## config.mk

```make
export PLATFORM = sky130hd
export DESIGN_NAME = uart_mem_loader
export DESIGN_NICKNAME = d
export VERILOG_FILES = /design/src/rtl/uart_mem_loader.sv
export SDC_FILE = /design/constraint.sdc
export NUM_CORES = 1
export LEC_CHECK = 0
export BUFFER_PORTS_ARGS = -buffer_cell sky130_fd_sc_hd__buf_2
export CAP_MARGIN = 30
export CORE_ASPECT_RATIO = 1.2
export CORE_MARGIN = 5
export CORE_UTILIZATION = 50
export CTS_BUF_LIST = sky130_fd_sc_hd__clkbuf_2 sky130_fd_sc_hd__clkbuf_4 sky130_fd_sc_hd__clkbuf_8
export DETAILED_ROUTE_END_ITERATION = 10
export PLACE_DENSITY = 0.75
export SYNTH_ARGS = -nofsm -noshare
export SYNTH_HDL_FRONTEND = slang
export SYNTH_SLANG_ARGS = --single-unit
export TNS_END_PERCENT = 1
```

## constraint.sdc

```tcl
create_clock -name clock -period 5.1 [get_ports clock]
set_clock_uncertainty 0.05 [all_clocks]
set_input_delay 0.51 -clock clock [delete_from_list [all_inputs] [get_ports clock]]
set_output_delay 0.51 -clock clock [all_outputs]
set_load 0.005 [all_outputs]
```

## src/rtl/uart_mem_loader.sv

```systemverilog
// uart_mem_loader
//   Packs a stream of received bytes into memory words and writes NUM_WORDS
//   words starting at BASE_ADDR. A single-entry write buffer sits between the
//   byte assembler and the memory port, so a finished word can be handed off
//   while the next one is assembled. A partial word left idle for
//   IDLE_TIMEOUT cycles is flushed with only its filled lanes enabled.
//
// Ports
//   clock, reset       sole clock (rising edge); synchronous active-high reset
//   start              begin or restart a load session (any state)
//   rx_valid, rx_data  one received byte per cycle in which rx_valid is high
//   mem_en, mem_we     write request and per-lane byte enables
//   mem_addr           byte address of the buffered word
//   mem_wdata          buffered word
//   mem_ready          memory accepts the request this cycle
//   busy, done         session collecting / session complete
//   overrun            sticky: a word-completing byte was dropped
//   words_written      number of writes accepted this session
module uart_mem_loader #(
  parameter int                WORD_BYTES   = 4,
  parameter int                NUM_WORDS    = 8,
  parameter int                ADDR_W       = 32,
  parameter logic [ADDR_W-1:0] BASE_ADDR    = '0,
  parameter int                BIG_ENDIAN   = 0,
  parameter int                IDLE_TIMEOUT = 16,
  localparam int               DW           = 8 * WORD_BYTES,
  localparam int               WC_W         = $clog2(NUM_WORDS + 1)
) (
  input  logic              clock,
  input  logic              reset,
  input  logic              start,
  input  logic              rx_valid,
  input  logic [7:0]        rx_data,
  output logic              mem_en,
  output logic [WORD_BYTES-1:0] mem_we,
  output logic [ADDR_W-1:0] mem_addr,
  output logic [DW-1:0]     mem_wdata,
  input  logic              mem_ready,
  output logic              busy,
  output logic              done,
  output logic              overrun,
  output logic [WC_W-1:0]   words_written
);

  localparam logic [1:0] IDLE    = 2'd0;
  localparam logic [1:0] COLLECT = 2'd1;
  localparam logic [1:0] DONE    = 2'd2;

  // Idle counter must hold IDLE_TIMEOUT itself (it saturates there).
  localparam int              IW        = $clog2(IDLE_TIMEOUT + 2);
  localparam logic [IW-1:0]   IDLE_LIM  = IW'(IDLE_TIMEOUT);
  localparam logic [3:0]      LAST_IDX  = 4'(WORD_BYTES - 1);
  localparam logic [WC_W-1:0] LAST_WORD = WC_W'(NUM_WORDS - 1);
  localparam logic [WC_W-1:0] ALL_WORDS = WC_W'(NUM_WORDS);

  logic [1:0]            state_reg, state_next;
  logic [3:0]            byte_idx_reg, byte_idx_next;
  logic [DW-1:0]         asm_reg, asm_next;
  logic                  buf_valid_reg, buf_valid_next;
  logic [DW-1:0]         buf_data_reg, buf_data_next;
  logic [WORD_BYTES-1:0] buf_we_reg, buf_we_next;
  logic [WC_W-1:0]       word_idx_reg, word_idx_next;
  logic [WC_W-1:0]       entered_reg, entered_next;
  logic [IW-1:0]         idle_cnt_reg, idle_cnt_next;
  logic                  overrun_reg, overrun_next;

  logic [3:0]            lane_sel;
  logic [DW-1:0]         asm_ins;
  logic [WORD_BYTES-1:0] fill_mask;
  logic                  accept;
  logic                  buf_free;
  logic                  room;
  logic                  last_lane;
  logic                  idle_due;

  // Lane receiving the byte at the current arrival position.
  assign lane_sel = (BIG_ENDIAN != 0) ? (LAST_IDX - byte_idx_reg) : byte_idx_reg;

  genvar gi;
  generate
    for (gi = 0; gi < WORD_BYTES; gi++) begin : g_lane
      // Arrival order of the byte that lands in lane gi.
      localparam logic [3:0] POS = (BIG_ENDIAN != 0) ? 4'(WORD_BYTES - 1 - gi) : 4'(gi);
      assign asm_ins[gi*8 +: 8] = (lane_sel == 4'(gi)) ? rx_data : asm_reg[gi*8 +: 8];
      assign fill_mask[gi]      = (POS < byte_idx_reg);
    end
  endgenerate

  assign accept    = buf_valid_reg && mem_ready;
  // The buffer can take a new word if empty or if it empties this very cycle.
  assign buf_free  = !buf_valid_reg || mem_ready;
  assign room      = (entered_reg < ALL_WORDS);
  assign last_lane = (byte_idx_reg == LAST_IDX);
  // This cycle is the IDLE_TIMEOUT-th consecutive idle cycle (or later, when
  // the counter has saturated waiting for the buffer).
  assign idle_due  = (IDLE_TIMEOUT > 0) && !rx_valid && (byte_idx_reg != 4'd0) &&
                     ((idle_cnt_reg + IW'(1)) >= IDLE_LIM);

  always_comb begin
    state_next     = state_reg;
    byte_idx_next  = byte_idx_reg;
    asm_next       = asm_reg;
    buf_valid_next = buf_valid_reg;
    buf_data_next  = buf_data_reg;
    buf_we_next    = buf_we_reg;
    word_idx_next  = word_idx_reg;
    entered_next   = entered_reg;
    idle_cnt_next  = idle_cnt_reg;
    overrun_next   = overrun_reg;

    case (state_reg)
      COLLECT: begin
        if (accept) begin
          buf_valid_next = 1'b0;
          buf_we_next    = '0;
          word_idx_next  = word_idx_reg + WC_W'(1);
          if (word_idx_reg == LAST_WORD) begin
            state_next = DONE;
          end
        end

        if (rx_valid) begin
          idle_cnt_next = '0;
          if (room) begin
            if (!last_lane) begin
              asm_next      = asm_ins;
              byte_idx_next = byte_idx_reg + 4'd1;
            end else if (buf_free) begin
              buf_valid_next = 1'b1;
              buf_data_next  = asm_ins;
              buf_we_next    = '1;
              asm_next       = '0;
              byte_idx_next  = 4'd0;
              entered_next   = entered_reg + WC_W'(1);
            end else begin
              // Word-completing byte with nowhere to go: drop it.
              overrun_next = 1'b1;
            end
          end
        end else begin
          if (idle_cnt_reg < IDLE_LIM) begin
            idle_cnt_next = idle_cnt_reg + IW'(1);
          end
          if (idle_due && buf_free) begin
            // Unfilled lanes of asm_reg are already zero.
            buf_valid_next = 1'b1;
            buf_data_next  = asm_reg;
            buf_we_next    = fill_mask;
            asm_next       = '0;
            byte_idx_next  = 4'd0;
            entered_next   = entered_reg + WC_W'(1);
            idle_cnt_next  = '0;
          end
        end
      end
      default: begin
      end
    endcase

    if (start) begin
      state_next     = COLLECT;
      byte_idx_next  = 4'd0;
      asm_next       = '0;
      buf_valid_next = 1'b0;
      buf_data_next  = '0;
      buf_we_next    = '0;
      word_idx_next  = '0;
      entered_next   = '0;
      idle_cnt_next  = '0;
      overrun_next   = 1'b0;
    end
  end

  always_ff @(posedge clock) begin
    if (reset) begin
      state_reg     <= IDLE;
      byte_idx_reg  <= 4'd0;
      asm_reg       <= '0;
      buf_valid_reg <= 1'b0;
      buf_data_reg  <= '0;
      buf_we_reg    <= '0;
      word_idx_reg  <= '0;
      entered_reg   <= '0;
      idle_cnt_reg  <= '0;
      overrun_reg   <= 1'b0;
    end else begin
      state_reg     <= state_next;
      byte_idx_reg  <= byte_idx_next;
      asm_reg       <= asm_next;
      buf_valid_reg <= buf_valid_next;
      buf_data_reg  <= buf_data_next;
      buf_we_reg    <= buf_we_next;
      word_idx_reg  <= word_idx_next;
      entered_reg   <= entered_next;
      idle_cnt_reg  <= idle_cnt_next;
      overrun_reg   <= overrun_next;
    end
  end

  // The buffered word always belongs to the next unaccepted word index.
  assign mem_addr      = BASE_ADDR + ADDR_W'(word_idx_reg) * ADDR_W'(WORD_BYTES);
  assign mem_en        = buf_valid_reg;
  assign mem_we        = buf_we_reg;
  assign mem_wdata     = buf_data_reg;
  assign busy          = (state_reg == COLLECT);
  assign done          = (state_reg == DONE);
  assign overrun       = overrun_reg;
  assign words_written = word_idx_reg;

endmodule

```

==> results of run 1 <==
-- power by group --
part           switching (mW)  total, mW  internal [mW]
combinational          0.0547     0.0731         0.0183
sequential            0.00204      0.698          0.696
clock                   0.244      0.495          0.251
total                   0.301       1.27          0.966
-- cells in the final DEF (no fill, tap or decap), drive strengths merged, types with 3 or more instances in the layout --
cell    count
dfxtp      89
buf        64
nor2       58
mux2i      36
a211oi     31
conb       28
o21ai      24
nand2      22
a21oi      20
nand4      15
and3       12
clkbuf     11
and2        8
inv         7
nor3        7
nand3       7
ha          7
a32o        6
nor2b       4
nand2b      3
a31o        3
a31oi       3
xor2        3
xnor2       3
o221a       3
clkinv      3
-- metrics by stage --
stage / util / power [mW] / hold slack (ns)
2_1_floorplan: - / 0.777 / 0.379
3_3_place_gp: 0.527 / 0.784 / 0.391
3_5_place_dp: 0.527 / 0.786 / 0.393
4_1_cts: 0.551 / 1.28 / 0.254
5_1_grt: 0.551 / 1.32 / 0.256
6_report: 0.551 / 1.27 / 0.274
-- worst paths after layout --
path,from,to,depth (start not counted),slack [ns]
max,byte_idx_reg[1],asm_reg[8],6,2.31
min,reset,state_reg[0],2,0.27
max reg2reg,byte_idx_reg[1],asm_reg[8],6,2.31
min reg2reg,asm_reg[24],asm_reg[24],1,0.42
-- cell families after synthesis --
group / after synthesis
fa+ha+maj: 7
mux: 37
buf+inv: 69
compound gates: 104
flops: 89
other cells: 1
simple gates: 147
xor+xnor: 6
-- cell type report --
| class | count | area share |
|---|---|---|
| multi-input combinational | 329 | 0.470 |
| timing repair buffer | 64 | 0.0703 |
| clock inverter | 4 | 0.0112 |
| tap | 117 | 0.0312 |
| inverter | 7 | 0.00559 |
| sequential | 89 | 0.379 |
| clock buffer | 11 | 0.0322 |
-- routing by layer --
layer  vias up  wire [microns]
li1       1661               -
met1      1585            4060
met2        91            4750
met3        21             518
met4         0             264
met5         -               0
==> out/results.tsv, run 1 <==
stage	metric	value	unit
clock_network	H-tree levels	3	
synthesis	Main synth FF type	dfxtp_1	
synthesis	most instantiated library cell after synthesis	dfxtp_1	
outcome	status	finished clean	
route	DRT Wirelength	9.59	mm
final_layout	Reg area	0.00178	sq mm
grt	vias in the first global route	3096	
clock_network	CTS sink count	89	
clock_network	total CTS buffers	9	
final_layout	multi-input logic area	0.00221	sq mm
synthesis	Yosys reg bits	89	
clock_network	clock network latency to the later pin of the worst-skew pair	0.37	ns
timing	Final Hold Viols	0	
route	drt first pass iters	4	
floorplanning	Die Ht	112	microns
timing	Pins Over Slew Limit	0	
grt	initial antenna violation count	0	
worst_setup_path	Setup CP Type	register to register	
final_layout	Filler cells	848	
worst_setup_path	max incr delay on CP	0.68	ns
synthesis	xor/xnor share of the synthesized area	0.0122	
clock_network	CTS tree	yes	
pwr	Leakage	1.84	nW
final_layout	share of cells above drive strength 1	0.232	
floorplanning	I/O Pins	89	
worst_setup_path	nature of the critical path endpoint	register	
grt	Global Route met2 Usage	0.304	
synthesis	Netlist cell types	53	
floorplanning	die width	94.8	microns
clock_network	hold_buf cts	0	
synthesis	Mapped Area	0.00431	sq mm
worst_setup_path	cell family with most CP delay	compound AO/OA/AOI/OAI gates	
final_layout	non-filler cells, final	621	
route	DR vias	3358	
worst_setup_path	most used cell, CP	a21oi_1	
grt	GRT met3 Usage	0.0419	
worst_setup_path	worst path cell trace	ha_1 > nor3b_1 > a21boi_0 > a21oi_1 > o21ai_0 > a21oi_1	
clock_network	clk buf depth	2	
worst_setup_path	CP max-delay cell	a21oi_1	
synthesis	post-synthesis adder-cell area fraction	0.0203	
synthesis	Synth Area in Simple Gates	0.172	
floorplanning	overall die area	0.0106	sq mm
placement	Port Buffers	60	
floorplanning	Initial Util	0.506	
worst_setup_path	CP required	5.33	ns
synthesis	Cells after Synth	460	
synthesis	commonest cells in the netlist	dfxtp_1, nor2_1, buf_4, mux2i_1, o21ai_0	
timing	TNS Setup	0	ns
min_path	class of the worst hold path	input port to register	
synthesis	Syn Area/Cell	9.37	sq um
timing	period utilization	0.546	
route	routed len/inst	15.4	microns
final_layout	fin area	0.00470	sq mm
final_layout	nets	520	
clock_network	cts repair resizes	0	
synthesis	ranking of synthesized cells by area	dfxtp_1, mux2i_1, a211oi_2, buf_4, nor2_1	
route	Remaining DRCs	0	
grt	largest net degree at the start of global routing	53	
timing	measured slew at the worst slew-check pin	0.829	ns
synthesis	main combinational cell family by area after synthesis	compound AO/OA/AOI/OAI gates	
timing	RSZ-0062 raised after global routing	false	
clock_network	Root Driver	clkbuf_8	
synthesis	Yosys top cell by area	dfxtp_1	
synthesis	share of the synthesized area in the top cell type	0.413	
pwr	PD cells	270	mW/mm^2
timing	worst setup margin	2.31	ns
grt	gr busiest metal	met2	
synthesis	post-synthesis sequential area ratio	0.413	
worst_setup_path	Critical path buffers and inverters	0	
synthesis	post-synthesis mux area share	0.0862	
timing	Period minus WS final	2.79	ns
placement	placed cells	605	
route	Avg Vias per Cell	5.41	
timing	Slew headroom	0.448	
route	initial drt markers	158	
synthesis	Post-synth ARST share	0	
worst_setup_path	CP Data Arrival Time	3.02	ns
timing	fmax	359	MHz
grt	Congestion Overflow GR	0	
worst_setup_path	Critical Path Start Type	register	
synthesis	Compound-Gate Fraction of Synth Area	0.195	
placement	Final HPWL DP	6.81	mm
floorplanning	FP Rows	37	
grt	GRT met1 Usage	0.223	
final_layout	Antenna Cells	0	
worst_setup_path	CP max FO	11	
route	remaining antenna violation count	0	
clock_network	CTS clk-pin slew, worst paths	0.09	ns
placement	Placer Congestion	0.871	
grt	first-pass GRT wire length	15.3	mm
grt	GRT Util Overall	0.185	
final_layout	Area Growth Syn to Fin	8.94	%
flow_run	Max-Cap Viols	0	
clock_network	post-CTS setup buffer count	0	
placement	area post-placement	0.00449	sq mm
timing	Final setup violation count	0	
pwr	Max VDD drop	0.153	mV
floorplanning	core area	0.00852	sq mm
placement	post-place setup slack	2.39	ns
synthesis	EDFF count, synth	0	
synthesis	Syn. warnings	0	
(Power assumes the default switching activity.)
==> inputs of run 2 (changes only) <==
ABC_AREA = 1   (was not set)
PLACE_DENSITY = 0.74   (was 0.75)
clock period = 2.9 ns   (was 5.1 ns; I/O delays follow)
==> run 2 against run 1 <==
Power increased by 91%. Maximum frequency increased by 15%. Critical path type unchanged. Global-route usage increased by 0.56 points. Final area increased by 9.2%. Wire length increased by 15%. Sequential power increased by 79%.
==> out/results.tsv, run 2 <==
stage	metric	value	unit	change
synthesis	share of the synthesized area in the top cell type	0.376		-0.0375
outcome	status	finished clean		
final_layout	multi-input logic area	0.00237	sq mm	+7.4%
pwr	PD cells	472	mW/mm^2	+75%
pwr	Max VDD drop	0.185	mV	+20%
clock_network	CTS tree	yes		
worst_setup_path	R2R Path End	asm_reg[2]		
clock_network	CTS sink count	89		unchanged
grt	first-pass GRT wire length	17.8	mm	+16%
worst_setup_path	Critical Path Start Type	register		
route	drt first pass iters	5		+1
grt	Global Route met2 Usage	0.342		+0.0380
worst_setup_path	Reg2Reg Setup Slack	0.48	ns	-1.83 ns
route	DR vias	4378		+30%
route	routed len/inst	12.5	microns	-19%
synthesis	Synth Area in Simple Gates	0.315		+0.143
worst_setup_path	CP Capture Point	asm_reg[2]		
pwr	Psw	0.635	mW	+110%
synthesis	Post-synth ARST share	0		unchanged
worst_setup_path	nature of the critical path endpoint	register		
timing	Slew headroom	0.568		+0.120
pwr	Pint	1.79	mW	+85%
worst_setup_path	CP Data Arrival Time	2.67	ns	-0.35 ns
final_layout	share of cells above drive strength 1	0.126		-0.106
floorplanning	core area	0.00942	sq mm	+11%
timing	Pins Over Slew Limit	0		unchanged
timing	Period minus WS final	2.42	ns	-0.366 ns
route	Remaining DRCs	0		unchanged
final_layout	Filler cells	921		+8.6%
timing	period utilization	0.835		+0.288
grt	GRT Util Overall	0.191		+0.00563
pwr	Clock power frac	0.388		-0.003
pwr	Leakage	2.45	nW	+33%
final_layout	Reg area	0.00178	sq mm	unchanged
worst_setup_path	R2R cell count	9		+3
worst_setup_path	CP max FO	36		+25
floorplanning	overall die area	0.0115	sq mm	+9.0%
clock_network	clk buf depth	2		unchanged
route	remaining antenna violation count	0		unchanged
final_layout	fin area	0.00513	sq mm	+9.2%
timing	Final setup violation count	0		unchanged
final_layout	leading cell type in the layout, fill and taps excluded	nand2_1		
clock_network	post-CTS setup buffer count	0		unchanged
route	initial drt markers	293		+85%
final_layout	most frequent cells in the layout	nand2_1, nor2_1, dfxtp_1		
placement	Final HPWL DP	7.67	mm	+13%
pwr	part of the power in registers	0.515		-0.036
synthesis	Compound-Gate Fraction of Synth Area	0.132		-0.0628
synthesis	most instantiated library cell after synthesis	nand2_1		
grt	largest net degree at the start of global routing	62		+17%
flow_run	Max-Cap Viols	0		unchanged
synthesis	Main synth FF type	dfxtp_1		
synthesis	post-synthesis mux area share	0		-0.0862
synthesis	EDFF count, synth	0		unchanged
timing	measured slew at the worst slew-check pin	0.646	ns	-0.182 ns
synthesis	commonest cells in the netlist	nand2_1, nor2_1, dfxtp_1, inv_1, o21ai_0		
worst_setup_path	CP startpoint	byte_idx_reg[0]		
grt	initial antenna violation count	0		unchanged
final_layout	Antenna Cells	0		unchanged
min_path	class of the worst hold path	input port to register		
synthesis	xor/xnor share of the synthesized area	0.0111		-0.00111
synthesis	Yosys reg bits	89		unchanged
synthesis	post-synthesis sequential area ratio	0.376		-0.0375
synthesis	Yosys top cell by area	dfxtp_1		
worst_setup_path	FF-to-FF Start	byte_idx_reg[0]		
worst_setup_path	CP required	3.15	ns	-2.18 ns
pwr	switching share of power	0.262		+0.0251
route	DRT Wirelength	11.0	mm	+15%
pwr	combinational fraction of design power	0.097		+0.039
clock_network	H-tree levels	3		unchanged
clock_network	cts repair resizes	0		unchanged
timing	Final Hold Viols	0		unchanged
grt	Congestion Overflow GR	0		unchanged
grt	GRT met1 Usage	0.225		+0.00249
clock_network	CTS clk-pin slew, worst paths	0.09	ns	about the same
placement	Port Buffers	60		unchanged
synthesis	Mapped Area	0.00474	sq mm	+10%
floorplanning	FP Rows	39		+5.4%
grt	GRT met3 Usage	0.0358		-0.00605
floorplanning	die width	98.9	microns	+4.4%
clock_network	Root Driver	clkbuf_8		
floorplanning	Initial Util	0.504		-0.00265
synthesis	ranking of synthesized cells by area	dfxtp_1, nand2_1, nor2_1, o21ai_0, inv_1		
synthesis	Syn. warnings	0		unchanged
placement	area post-placement	0.00491	sq mm	+9.5%
final_layout	Area Growth Syn to Fin	8.15	%	
floorplanning	Die Ht	117	microns	+4.4%
worst_setup_path	Setup CP Type	register to register		
route	Avg Vias per Cell	4.95		-8.4%
floorplanning	I/O Pins	89		unchanged
synthesis	Cells after Synth	721		+57%
timing	TNS Setup	0	ns	unchanged
clock_network	hold_buf cts	0		unchanged
synthesis	main combinational cell family by area after synthesis	simple AND/OR/NAND/NOR gates		
synthesis	Netlist cell types	33		-38%
synthesis	post-synthesis adder-cell area fraction	0.0185		-0.00184
timing	fmax	413	MHz	+15%
timing	RSZ-0062 raised after global routing	false		
synthesis	Syn Area/Cell	6.58	sq um	-30%
placement	Placer Congestion	0.798		-8.4%
clock_network	clock network latency to the later pin of the worst-skew pair	0.36	ns	about the same
grt	gr busiest metal	met2		
grt	vias in the first global route	3856		+25%
final_layout	nets	777		+49%
clock_network	total CTS buffers	9		unchanged
-- run 2: changes by cell type after synthesis, moves of 11 or more --
| cell | delta |
|---|---|
| nand2_1 | +144 |
| nor2_1 | +77 |
| inv_1 | +60 |
| mux2i_1 | -36 |
| o21ai_0 | +32 |
| nand3_1 | +31 |
| a211oi_2 | -23 |
| a21oi_1 | +20 |
| o21ai_1 | +17 |
| and3_1 | -12 |
| nand4_1 | -11 |
-- run 2: cell families (layout without fill, tap and decap cells) --
| logic type | after synthesis | count (layout) |
|---|---|---|
| and+or+nand+nor | 359 | 359 |
| buffers and inverters | 138 | 151 |
| AOI/OAI and AO/OA | 121 | 121 |
| DFF | 89 | 89 |
| adders and majority gates | 7 | 7 |
| xor gates and xnor gates | 6 | 6 |
| other | 1 | 28 |
-- run 2: power by group through the flow --
stage | Clock, mW | Combinational [mW] | Sequential [mW]
final | 0.939 | 0.235 | 1.25
after global routing | 1.01 | 0.267 | 1.25
after CTS | 0.957 | 0.234 | 1.25
after detailed placement | 0 | 0.233 | 1.28
after global placement | 0 | 0.225 | 1.27
after floorplan | 0 | 0.201 | 1.27
-- run 2: worst min path at each step --
| stage | startpoint | slack [ns] | cells past startpoint | to |
|---|---|---|---|---|
| final | reset | 0.08 | 2 | state_reg[0] |
| after global routing | reset | 0.07 | 2 | state_reg[0] |
| after CTS | reset | 0.08 | 2 | state_reg[0] |
| after detailed placement | asm_reg[29] | 0.38 | 2 | asm_reg[29] |
| after global placement | asm_reg[29] | 0.37 | 2 | asm_reg[29] |
| after floorplan | reset | 0.31 | 1 | state_reg[0] |
-- run 2: cell type report --
cell class,count,share of cell area
Clock buffer,9,0.0242
Sequential cell,89,0.347
Inverter,71,0.0520
Timing Repair Buffer,65,0.0659
Multi-Input combinational cell,521,0.463
Clock inverter,6,0.0181
Tap cell,123,0.0300
-- run 2: critical path, cell delays in order, from the launching register on --
cell and delay, ns:
dfxtp_1 0.44, inv_1 0.12, ha_1 0.25, a21oi_2 0.17
nand3_2 0.15, nand2_1 0.39, nand2_4 0.33, inv_2 0.27
nor2_1 0.06, nor2_1 0.10
-- run 2: routing by layer --
metal / vias up / wire, microns
li1: 2263 / -
met3: 15 / 601
met5: - / 0
met1: 1972 / 4710
met2: 128 / 5490
met4: 0 / 224
-- run 2: stage by stage --
stage               std cells  hold slack (ns)   util  total power [mW]  worst slack, ns
floorplan                 748            0.312      -              1.47             1.20
global placement          869            0.371  0.522              1.50            0.603
detailed placement        869            0.379  0.522              1.51            0.516
CTS                       884           0.0758  0.545              2.44            0.498
global route              884           0.0737  0.545              2.53            0.266
finish                    884           0.0831  0.545              2.42            0.479
==> inputs of run 3 (changes only) <==
PLACE_DENSITY = 0.77   (was 0.74)
clock period = 2.1 ns   (was 2.9 ns; I/O delays follow)
==> run 3 against run 2 <==
Via count up 3.3%. Clock power up 18%. Critical path depth unchanged. Final cell count up 1.2%. Core utilization up 0.72 points. Clock-buffer cell count up 3. Sequential power up 38%. Combinational power up 44%. Global-route usage up 0.97 points. Sequential share of layout area down 0.45 points. Die area unchanged. Critical endpoint is now asm_reg[13].
==> out/results.tsv, run 3 (same netlist as run 2, synthesis figures left out) <==
stage	metric	value	unit	change
outcome	status	finished clean		
pwr	total power	3.17	mW	+31%
route	initial drt markers	242		-17%
final_layout	share of cells above drive strength 1	0.137		+0.0112
placement	area post-placement	0.00500	sq mm	+1.9%
min_path	WHS Path Cells	3		+1
pwr	Max VDD drop	0.377	mV	+100%
grt	Congestion Overflow GR	0		unchanged
route	DR vias	4522		+3.3%
floorplanning	overall die area	0.0115	sq mm	unchanged
worst_setup_path	CP max FO	35		-2.8%
timing	RSZ-0062 raised after global routing	false		
route	DRT Wirelength	11.3	mm	+2.2%
worst_setup_path	FF-to-FF Start	byte_idx_reg[0]		
grt	initial antenna violation count	0		unchanged
final_layout	non-filler cells, final	895		+1.2%
timing	fmax	519	MHz	+26%
timing	Period minus WS final	1.93	ns	-0.495 ns
clock_network	clock network latency to the later pin of the worst-skew pair	0.37	ns	about the same
min_path	sink of the worst hold path	state_reg[0]		
grt	GRT met3 Usage	0.0460		+0.0102
worst_setup_path	nature of the critical path endpoint	register		
worst_setup_path	R2R Path End	asm_reg[13]		
final_layout	Filler cells	923		+0.22%
worst_setup_path	CP Data Arrival Time	2.14	ns	-0.53 ns
clock_network	cts repair resizes	0		unchanged
placement	Placer Congestion	0.825		+3.3%
clock_network	H-tree levels	3		unchanged
final_layout	nets	787		+1.3%
final_layout	fin area	0.00520	sq mm	+1.3%
route	Remaining DRCs	0		unchanged
route	Avg Vias per Cell	5.05		+2.0%
flow_run	Max-Cap Viols	0		unchanged
grt	vias in the first global route	4215		+9.3%
clock_network	hold_buf cts	1		+1
clock_network	clk buf depth	2		unchanged
placement	Final HPWL DP	7.90	mm	+3.0%
floorplanning	Die Ht	117	microns	unchanged
grt	first-pass GRT wire length	18.9	mm	+6.7%
worst_setup_path	CP required	2.32	ns	-0.83 ns
timing	Slew headroom	0.626		+0.0580
worst_setup_path	Critical Path Start Type	register		
worst_setup_path	R2R cell count	9		unchanged
pwr	Leakage	2.49	nW	+1.9%
pwr	PD cells	609	mW/mm^2	+29%
min_path	class of the worst hold path	input port to register		
floorplanning	I/O Pins	89		unchanged
worst_setup_path	Setup CP Type	register to register		
worst_setup_path	Reg2Reg Setup Slack	0.17	ns	-0.30 ns
timing	TNS Setup	0	ns	unchanged
timing	Pins Over Slew Limit	0		unchanged
final_layout	Area Growth Syn to Fin	9.58	%	
grt	GRT met1 Usage	0.233		+0.00722
clock_network	post-CTS setup buffer count	0		unchanged
timing	measured slew at the worst slew-check pin	0.558	ns	-0.0886 ns
final_layout	most frequent cells in the layout	nand2_1, nor2_1, dfxtp_1		
clock_network	CTS sink count	89		unchanged
route	remaining antenna violation count	0		unchanged
timing	Final setup violation count	0		unchanged
clock_network	total CTS buffers	9		unchanged
route	routed len/inst	12.6	microns	+0.96%
grt	largest net degree at the start of global routing	36		-42%
min_path	hold path startpoint	start		
route	drt first pass iters	5		unchanged
final_layout	leading cell type in the layout, fill and taps excluded	nand2_1		
grt	GRT Util Overall	0.200		+0.00966
placement	Port Buffers	60		unchanged
timing	Final Hold Viols	0		unchanged
final_layout	Antenna Cells	0		unchanged
floorplanning	Initial Util	0.504		unchanged
grt	gr busiest metal	met2		
clock_network	CTS clk-pin slew, worst paths	0.09	ns	about the same
floorplanning	FP Rows	39		unchanged
floorplanning	core area	0.00942	sq mm	unchanged
clock_network	CTS tree	yes		
timing	period utilization	0.917		+0.0822
placement	placed cells	878		+1.0%
floorplanning	die width	98.9	microns	unchanged
grt	Global Route met2 Usage	0.346		+0.00358
final_layout	fin util	0.552		+0.00717
clock_network	Root Driver	clkbuf_8		
[run 3: worst max path at each step]
stage	start	to	cells past startpoint
finish	byte_idx_reg[0]	asm_reg[13]	9
CTS	byte_idx_reg[0]	asm_reg[13]	9
detailed placement	byte_idx_reg[0]	asm_reg[13]	9
global route	byte_idx_reg[0]	entered_reg[1]	8
global placement	byte_idx_reg[0]	byte_idx_reg[2]	9
floorplan	byte_idx_reg[0]	asm_reg[11]	9
[run 3: layout make-up]
class	count	area, sq um	share of cell area
clock inverters	4	28.8	0.00554
flip-flops and latches	89	1780	0.343
clock buffers	12	153	0.0294
repair buffers	75	440	0.0848
inverters	71	267	0.0513
multi-input cells	521	2370	0.457
well taps	123	154	0.0296
[run 3: through the flow]
| step | setup WS (ns) | hold slack, ns |
|---|---|---|
| after floorplan | 0.401 | 0.232 |
| after global placement | 0.305 | 0.368 |
| after detailed placement | 0.180 | 0.372 |
| after CTS | 0.164 | 0.0227 |
| after global routing | 0.00369 | 0.0468 |
| final | 0.174 | 0.0441 |
[run 3: worst max-delay path: stages, from the launching register on]
cell and delay (ns):
dfxtp_1 0.44, inv_1 0.13, ha_1 0.25, a21oi_2 0.19
nand3_2 0.16, nand2_1 0.16, nand2_4 0.07, buf_12 0.17
nor2_1 0.12, nor2_1 0.06
[run 3: where the power goes]
part / internal (mW) / switching (mW) / leakage, nW
Sequential: 1.71 / 0.0150 / 0.719
Combinational: 0.0992 / 0.239 / 1.69
Clock: 0.489 / 0.617 / 0.0894
Total: 2.30 / 0.871 / 2.49
[run 3: per-layer routing]
layer | wire (microns) | vias up
li1 | - | 2298
met2 | 5480 | 133
met5 | 0 | -
met1 | 4700 | 2063
met3 | 712 | 28
met4 | 372 | 0
